===== src/rtl/mem_port_arbiter.sv =====
// mem_port_arbiter
// Shares the single cache-line memory port of the AXI bridge among the
// icache (read only), dcache (read/write) and uncache (read/write) units.
// Independent read and write FSMs each keep one transaction outstanding and
// remember the owner so that returns and grants are routed correctly.
//
// Build option: define ARB_RAW_CHECK_EN to hold back icache/dcache reads that
// hit the 32-byte line of the write currently in flight. Without it, reads
// are eligible regardless of write activity.
//
// Read FSM states
//   RIDLE | no read outstanding, arbitrating
//   RREQ  | m_rd_req driven, waiting for m_rd_rdy
//   RRESP | routing return beats to the owner until m_ret_last
// Write FSM states
//   WIDLE | no write outstanding, arbitrating
//   WREQ  | m_wr_req driven, waiting for m_wr_rdy
//   WRESP | waiting for m_wr_done
module mem_port_arbiter #(
    parameter int LINE_W     = 256,
    parameter int STARVE_MAX = 4
) (
    input  logic              aclk,
    input  logic              aresetn,

    input  logic              i_rd_req,
    input  logic [2:0]        i_rd_type,
    input  logic [31:0]       i_rd_addr,
    output logic              i_rd_rdy,
    output logic              i_ret_valid,
    output logic              i_ret_last,

    input  logic              d_rd_req,
    input  logic [2:0]        d_rd_type,
    input  logic [31:0]       d_rd_addr,
    output logic              d_rd_rdy,
    output logic              d_ret_valid,
    output logic              d_ret_last,

    input  logic              u_rd_req,
    input  logic [2:0]        u_rd_type,
    input  logic [31:0]       u_rd_addr,
    output logic              u_rd_rdy,
    output logic              u_ret_valid,
    output logic              u_ret_last,

    output logic [31:0]       ret_data,

    input  logic              d_wr_req,
    input  logic [2:0]        d_wr_type,
    input  logic [31:0]       d_wr_addr,
    input  logic [3:0]        d_wr_wstrb,
    input  logic [LINE_W-1:0] d_wr_data,
    output logic              d_wr_rdy,

    input  logic              u_wr_req,
    input  logic [2:0]        u_wr_type,
    input  logic [31:0]       u_wr_addr,
    input  logic [3:0]        u_wr_wstrb,
    input  logic [LINE_W-1:0] u_wr_data,
    output logic              u_wr_rdy,

    output logic              m_rd_req,
    output logic [2:0]        m_rd_type,
    output logic [31:0]       m_rd_addr,
    input  logic              m_rd_rdy,
    input  logic              m_ret_valid,
    input  logic              m_ret_last,
    input  logic [31:0]       m_ret_data,

    output logic              m_wr_req,
    output logic [2:0]        m_wr_type,
    output logic [31:0]       m_wr_addr,
    output logic [3:0]        m_wr_wstrb,
    output logic [LINE_W-1:0] m_wr_data,
    input  logic              m_wr_rdy,
    input  logic              m_wr_done
);

    localparam int SW = $clog2(STARVE_MAX + 1);
    localparam logic [SW-1:0] STARVE_LIM = SW'(STARVE_MAX);

    typedef enum logic [1:0] {RIDLE, RREQ, RRESP} rd_state_t;
    typedef enum logic [1:0] {WIDLE, WREQ, WRESP} wr_state_t;
    typedef enum logic [1:0] {OWN_I, OWN_D, OWN_U} rd_owner_t;
    typedef enum logic       {WOWN_D, WOWN_U}      wr_owner_t;

    rd_state_t   rd_state;
    rd_owner_t   rd_owner;
    wr_state_t   wr_state;
    wr_owner_t   wr_owner;
    logic [SW-1:0] starve_cnt;

    logic        wr_busy;
    logic        u_blocked;
    logic        i_hazard;
    logic        d_hazard;
    logic        i_ok;
    logic        d_ok;
    logic        u_ok;
    logic        rgnt_i;
    logic        rgnt_d;
    logic        rgnt_u;
    logic        wgnt_d;
    logic        wgnt_u;
    logic [2:0]  rsel_type;
    logic [31:0] rsel_addr;
    logic [2:0]  wsel_type;
    logic [31:0] wsel_addr;
    logic [3:0]  wsel_wstrb;
    logic [LINE_W-1:0] wsel_data;
    logic        in_resp;

    // Only the low word of an uncache write carries data.
    logic        unused_u_wr_hi;
    assign unused_u_wr_hi = ^u_wr_data[LINE_W-1:32];

    // Read eligibility and grant: u > d > i, icache forced once starved.
    // Grants are suppressed while reset is asserted so every rdy reads 0.
    always_comb begin
        wr_busy   = (wr_state != WIDLE);
        u_blocked = wr_busy && (wr_owner == WOWN_U);
        i_hazard  = 1'b0;
        d_hazard  = 1'b0;
`ifdef ARB_RAW_CHECK_EN
        i_hazard  = wr_busy && (i_rd_addr[31:5] == m_wr_addr[31:5]);
        d_hazard  = wr_busy && (d_rd_addr[31:5] == m_wr_addr[31:5]);
`endif
        i_ok = i_rd_req && !i_hazard;
        d_ok = d_rd_req && !d_hazard;
        u_ok = u_rd_req && !u_blocked;

        rgnt_i = 1'b0;
        rgnt_d = 1'b0;
        rgnt_u = 1'b0;
        if (aresetn && (rd_state == RIDLE)) begin
            if (i_ok && (starve_cnt == STARVE_LIM)) begin
                rgnt_i = 1'b1;
            end else if (u_ok) begin
                rgnt_u = 1'b1;
            end else if (d_ok) begin
                rgnt_d = 1'b1;
            end else if (i_ok) begin
                rgnt_i = 1'b1;
            end
        end
    end

    // Write grant: uncache over dcache, one write in flight.
    always_comb begin
        wgnt_u = aresetn && (wr_state == WIDLE) && u_wr_req;
        wgnt_d = aresetn && (wr_state == WIDLE) && d_wr_req && !u_wr_req;
    end

    assign i_rd_rdy = rgnt_i;
    assign d_rd_rdy = rgnt_d;
    assign u_rd_rdy = rgnt_u;
    assign d_wr_rdy = wgnt_d;
    assign u_wr_rdy = wgnt_u;

    // Select the request fields of the read winner.
    always_comb begin
        rsel_type = i_rd_type;
        rsel_addr = i_rd_addr;
        if (rgnt_u) begin
            rsel_type = u_rd_type;
            rsel_addr = u_rd_addr;
        end else if (rgnt_d) begin
            rsel_type = d_rd_type;
            rsel_addr = d_rd_addr;
        end
    end

    // Select the request fields of the write winner; uncache data is zero-extended.
    always_comb begin
        wsel_type  = d_wr_type;
        wsel_addr  = d_wr_addr;
        wsel_wstrb = d_wr_wstrb;
        wsel_data  = d_wr_data;
        if (wgnt_u) begin
            wsel_type  = u_wr_type;
            wsel_addr  = u_wr_addr;
            wsel_wstrb = u_wr_wstrb;
            wsel_data  = {{(LINE_W-32){1'b0}}, u_wr_data[31:0]};
        end
    end

    // Read FSM: capture the winner, present it to the bridge, track the response.
    always_ff @(posedge aclk or negedge aresetn) begin
        if (!aresetn) begin
            rd_state  <= RIDLE;
            rd_owner  <= OWN_I;
            m_rd_req  <= 1'b0;
            m_rd_type <= '0;
            m_rd_addr <= '0;
        end else begin
            case (rd_state)
                RIDLE: begin
                    if (rgnt_i || rgnt_d || rgnt_u) begin
                        rd_state  <= RREQ;
                        m_rd_req  <= 1'b1;
                        m_rd_type <= rsel_type;
                        m_rd_addr <= rsel_addr;
                        if (rgnt_u) begin
                            rd_owner <= OWN_U;
                        end else if (rgnt_d) begin
                            rd_owner <= OWN_D;
                        end else begin
                            rd_owner <= OWN_I;
                        end
                    end
                end
                RREQ: begin
                    if (m_rd_rdy) begin
                        m_rd_req <= 1'b0;
                        rd_state <= RRESP;
                    end
                end
                RRESP: begin
                    if (m_ret_valid && m_ret_last) begin
                        rd_state <= RIDLE;
                    end
                end
                default: begin
                    rd_state <= RIDLE;
                    m_rd_req <= 1'b0;
                end
            endcase
        end
    end

    // Starvation counter: data-side read grants seen while icache keeps waiting.
    always_ff @(posedge aclk or negedge aresetn) begin
        if (!aresetn) begin
            starve_cnt <= '0;
        end else if (!i_rd_req || rgnt_i) begin
            starve_cnt <= '0;
        end else if ((rgnt_d || rgnt_u) && (starve_cnt != STARVE_LIM)) begin
            starve_cnt <= starve_cnt + SW'(1);
        end
    end

    // Return routing: only the owner sees the bridge beats while in RRESP.
    always_comb begin
        in_resp     = (rd_state == RRESP);
        i_ret_valid = in_resp && (rd_owner == OWN_I) && m_ret_valid;
        d_ret_valid = in_resp && (rd_owner == OWN_D) && m_ret_valid;
        u_ret_valid = in_resp && (rd_owner == OWN_U) && m_ret_valid;
        i_ret_last  = i_ret_valid && m_ret_last;
        d_ret_last  = d_ret_valid && m_ret_last;
        u_ret_last  = u_ret_valid && m_ret_last;
        ret_data    = in_resp ? m_ret_data : 32'h0;
    end

    // Write FSM: capture the winner, hold the request, wait for the B response.
    always_ff @(posedge aclk or negedge aresetn) begin
        if (!aresetn) begin
            wr_state   <= WIDLE;
            wr_owner   <= WOWN_D;
            m_wr_req   <= 1'b0;
            m_wr_type  <= '0;
            m_wr_addr  <= '0;
            m_wr_wstrb <= '0;
            m_wr_data  <= '0;
        end else begin
            case (wr_state)
                WIDLE: begin
                    if (wgnt_u || wgnt_d) begin
                        wr_state   <= WREQ;
                        wr_owner   <= wgnt_u ? WOWN_U : WOWN_D;
                        m_wr_req   <= 1'b1;
                        m_wr_type  <= wsel_type;
                        m_wr_addr  <= wsel_addr;
                        m_wr_wstrb <= wsel_wstrb;
                        m_wr_data  <= wsel_data;
                    end
                end
                WREQ: begin
                    if (m_wr_rdy) begin
                        m_wr_req <= 1'b0;
                        wr_state <= WRESP;
                    end
                end
                WRESP: begin
                    if (m_wr_done) begin
                        wr_state <= WIDLE;
                    end
                end
                default: begin
                    wr_state <= WIDLE;
                    m_wr_req <= 1'b0;
                end
            endcase
        end
    end

endmodule


===== config.mk =====
export PLATFORM = sky130hd
export DESIGN_NAME = mem_port_arbiter
export DESIGN_NICKNAME = d
export VERILOG_FILES = /design/src/rtl/mem_port_arbiter.sv
export SDC_FILE = /design/constraint.sdc
export NUM_CORES = 1
export LEC_CHECK = 0
export CAP_MARGIN = 20
export CORE_AREA = 2 2 436 438
export DETAILED_ROUTE_END_ITERATION = 7
export DIE_AREA = 0 0 438 440
export PLACE_DENSITY = 0.32
export RECOVER_POWER = 100
export REMOVE_ABC_BUFFERS = 1
export SLEW_MARGIN = 20
export SYNTH_ARGS = -nofsm -noshare
export SYNTH_HDL_FRONTEND = slang
export SYNTH_SLANG_ARGS = --single-unit

===== constraint.sdc =====
create_clock -name aclk -period 2.37 [get_ports aclk]
set_input_delay 0.474 -clock aclk [delete_from_list [all_inputs] [get_ports aclk]]
set_output_delay 0.474 -clock aclk [all_outputs]
set_load 0.05 [all_outputs]

==> impl_metrics.toml <==
[timing]
rsz0062_at_grt = "yes"
fin_ws_ns = -0.122
finalHoldViolCount = 0
slew_viol_final = 0
clock_skew_ns = 0.0153
finalCritPeriodShare_pct = 105
post-route-min-period_ns = 2.49
fmax_ghz = 0.401
setup_viol = 28
tightestPinTransition_ns = 1.07
relSlewSlack_pct = 28.5

[layout]
drive_gt1_share_pct = 14.7
layout_commonest_cell = "clkdlybuf4s50_1"
most-common-layout-cells = "588 x clkdlybuf4s50_1, 339 x dfrtp_1, 224 x a22o_1, 219 x dlygate4sd2_1, 111 x o21ai_0"
area_growth_pct = 103
final_nets = 2878

[setup_path]
r2r_end = "m_wr_data[31]$_DFFE_PN0P_"
required_ns = 1.90
critPathLaunch = "rd_state[1]$_DFFE_PN0P_"
endpoint_kind = "output pin"
worstPathArrival_ns = 2.02
crit_cells = 5
critical_path.top_delay_family = "simple AND/OR/NAND/NOR gates"
worstSetupEndpoint = "i_rd_rdy"
cp-start-kind = "flip-flop"
crit_fanout = 4
crit_chain = "or3b_4, buf_6, nor3b_2, buf_4, buf_12"
reg2reg_slack_ns = 0.18
worst-path-buf-inv = 3
cpMaxStageDelayCell = "or3b_4"
slowest_delay_ns = 0.42
r2r_start = "wr_state[0]$_DFFE_PN0P_"
worst-r2r-cell-count = 8
critPathKind = "flip-flop to output pin"

[pwr]
power_w = 0.0412
power.leakage_nw = 12.3
p_per_area_nw_per_um2 = 1400
ir_drop_mv = 0.607

[placed_design]
dpl_worst_slack_ns = -0.0650
portBuffers = 889
dpl.hpwl_um = 73000
place.gp.congestion = 0.774

[clocking]
cts.sinks = 342
cts_buffer_depth = 3
clock_latency_ns = 0.64
cts_max_level = 2
clk_pin_slew_ns = 0.06
cts_buffers = 50
cts-root-buf = "clkbuf_16"
tritoncts = "done"

[route]
dr_total_vias = 13800
drt_iter0_markers = 589
wirelength_um = 94900
drt_first_pass_iters = 4
drcViolationCount = 0
viasPerCell = 2.95
wl_per_cell_um = 20.2
drtAntennaViolNets = 0

[global_routing]
grt.met1_usage_pct = 10.5
met3_usage_pct = 3.13
grt-ovfl-total = 0
use_met2_pct = 16.5
grt_max_degree = 134
antenna_found_initial = 38
grt_use_total_pct = 9.33
grt_pass1_wl_um = 126000
grt_pass1_vias = 14400
grt-busiest-layer = "met2"

[synth]
seq_area_frac_synth_pct = 59.1
synth_area_sq_um = 14500
syn_avg_cell_area_sq_um = 12.0
synth_cells = 1206
synth_area_leader_cell = "dfrtp_1"
ys_warn_count = 0
ys_types = 40
synth_area_leaders = "dfrtp_1 59%, a22o_1 14%, mux2i_1 4.9%"
synth-seq-cells = 342
synth_top_area_share_pct = 59.1

[floorplanning]
num_rows = 160
fp.dieH_um = 440
dieWidth_um = 438
io_pins = 1114
die-area_sq_um = 193000
initial_core_util_pct = 7.68
core_area_sq_um = 189000

[worst_hold_path]
hold_path_class = "input pin to asynchronous set/reset pin"

[flow_run]
maxCapViolCount = 0

[run_status]
violations = "setup timing"
outcome = "finished with violations"
synth_stat cells:
master	count
nand2b_1	3
inv_1	2
a211oi_1	1
nor4b_1	2
buf_2	37
nand4_1	2
a211oi_2	1
nor2b_1	1
nor3b_1	1
a21o_1	4
a22o_1	224
a211o_1	35
nand3b_1	36
a21oi_2	1
clkinv_1	1
nor2_4	1
mux2i_1	71
and3_1	2
nor2_1	7
dfrtp_1	342
buf_6	7
o211ai_2	1
and4b_1	1
nand2_1	86
o2bb2ai_1	1
or3b_4	1
o21ai_1	1
o21ai_0	111
buf_1	11
o31ai_2	18
nor4_1	1
ha_1	2
clkbuf_1	54
o31ai_1	19
o221a_2	1
a21oi_1	73
a31oi_1	1
or2_1	1
and2_1	34
buf_4	8
worst min-delay path by stage:
stage,cells after the start,end,from
5_1_grt,3,m_wr_req$_DFFE_PN0P_,aresetn
2_1_floorplan,0,m_rd_addr[0]$_DFFE_PN0P_,aresetn
6_report,3,m_wr_req$_DFFE_PN0P_,aresetn
3_3_place_gp,2,m_wr_type[1]$_DFFE_PN0P_,m_wr_type[1]$_DFFE_PN0P_
4_1_cts,3,m_wr_req$_DFFE_PN0P_,aresetn
3_5_place_dp,2,m_wr_addr[15]$_DFFE_PN0P_,m_wr_addr[15]$_DFFE_PN0P_
tightest hold or removal path, stage by stage:
cell and delay, ns:
buf_8 0.11, buf_4 0.14, dlygate4sd3_1 0.62
layer usage:
metal,up-vias,share of wire [%]
met2,469,52
met3,136,6.9
li1,6392,-
met1,6824,38
met5,-,0.16
met4,24,2.5
state kept, by name (all words and copies together), names as in the netlist:
name / count
m_wr_data: 256
m_rd_addr: 32
m_wr_addr: 32
m_wr_wstrb: 4
m_rd_type: 3
m_wr_type: 3
starve_cnt: 3
rd_owner: 2
rd_state: 2
wr_state: 2
m_rd_req: 1
m_wr_req: 1
wr_owner: 1
cell families (layout without fill, tap and decap cells):
family          after synthesis  in the layout  share of synthesized area (%)
mux                          71             71                           4.91
simple gates                179            179                           6.57
compound gates              492            492                           25.3
other cells                   0             12                              0
buf+inv                     120           1089                           4.00
flops                       342            342                           59.1
fa+ha+maj                     2              2                          0.173
metrics by stage:
stage	std cells	setup TNS, ns	util, %	hold slack [ns]	area, sq um
floorplan	1089	-3006.73	-	0.178	13900
global placement	4566	-0.0772	14.5	0.464	27400
detailed placement	4566	-0.0902	14.5	0.470	27400
CTS	4671	-2.55	15.4	0.329	29100
global route	4696	-4.96	15.6	0.359	29500
finish	4698	-0.502	15.6	0.375	29500
area by class of cell:
class	instances	area, sq um
antenna	12	30.0
clock buffer	69	1420
clock inverter	21	338
fill	21200	159000
inverter	3	11.3
multi-input combinational	744	5550
sequential	342	8560
tap	2511	3140
timing repair buffer	996	10400
repair_timing:
action	4_1_cts	5_1_grt
cloned	1	3
gates resized for setup	243	68
buffers inserted	12	12
pin swaps	9	37
endpoints found under the setup margin	261	68
hold endpoints to repair	26	0
hold buffers	3	0
report_power, final:
group | internal, W | total [W] | switching (W)
sequential | 0.00852 | 0.0100 | 0.00151
combinational | 0.00742 | 0.0230 | 0.0156
clock | 0.00496 | 0.00823 | 0.00327
total | 0.0209 | 0.0412 | 0.0203
Note: power is estimated with default switching activity, not from simulation.
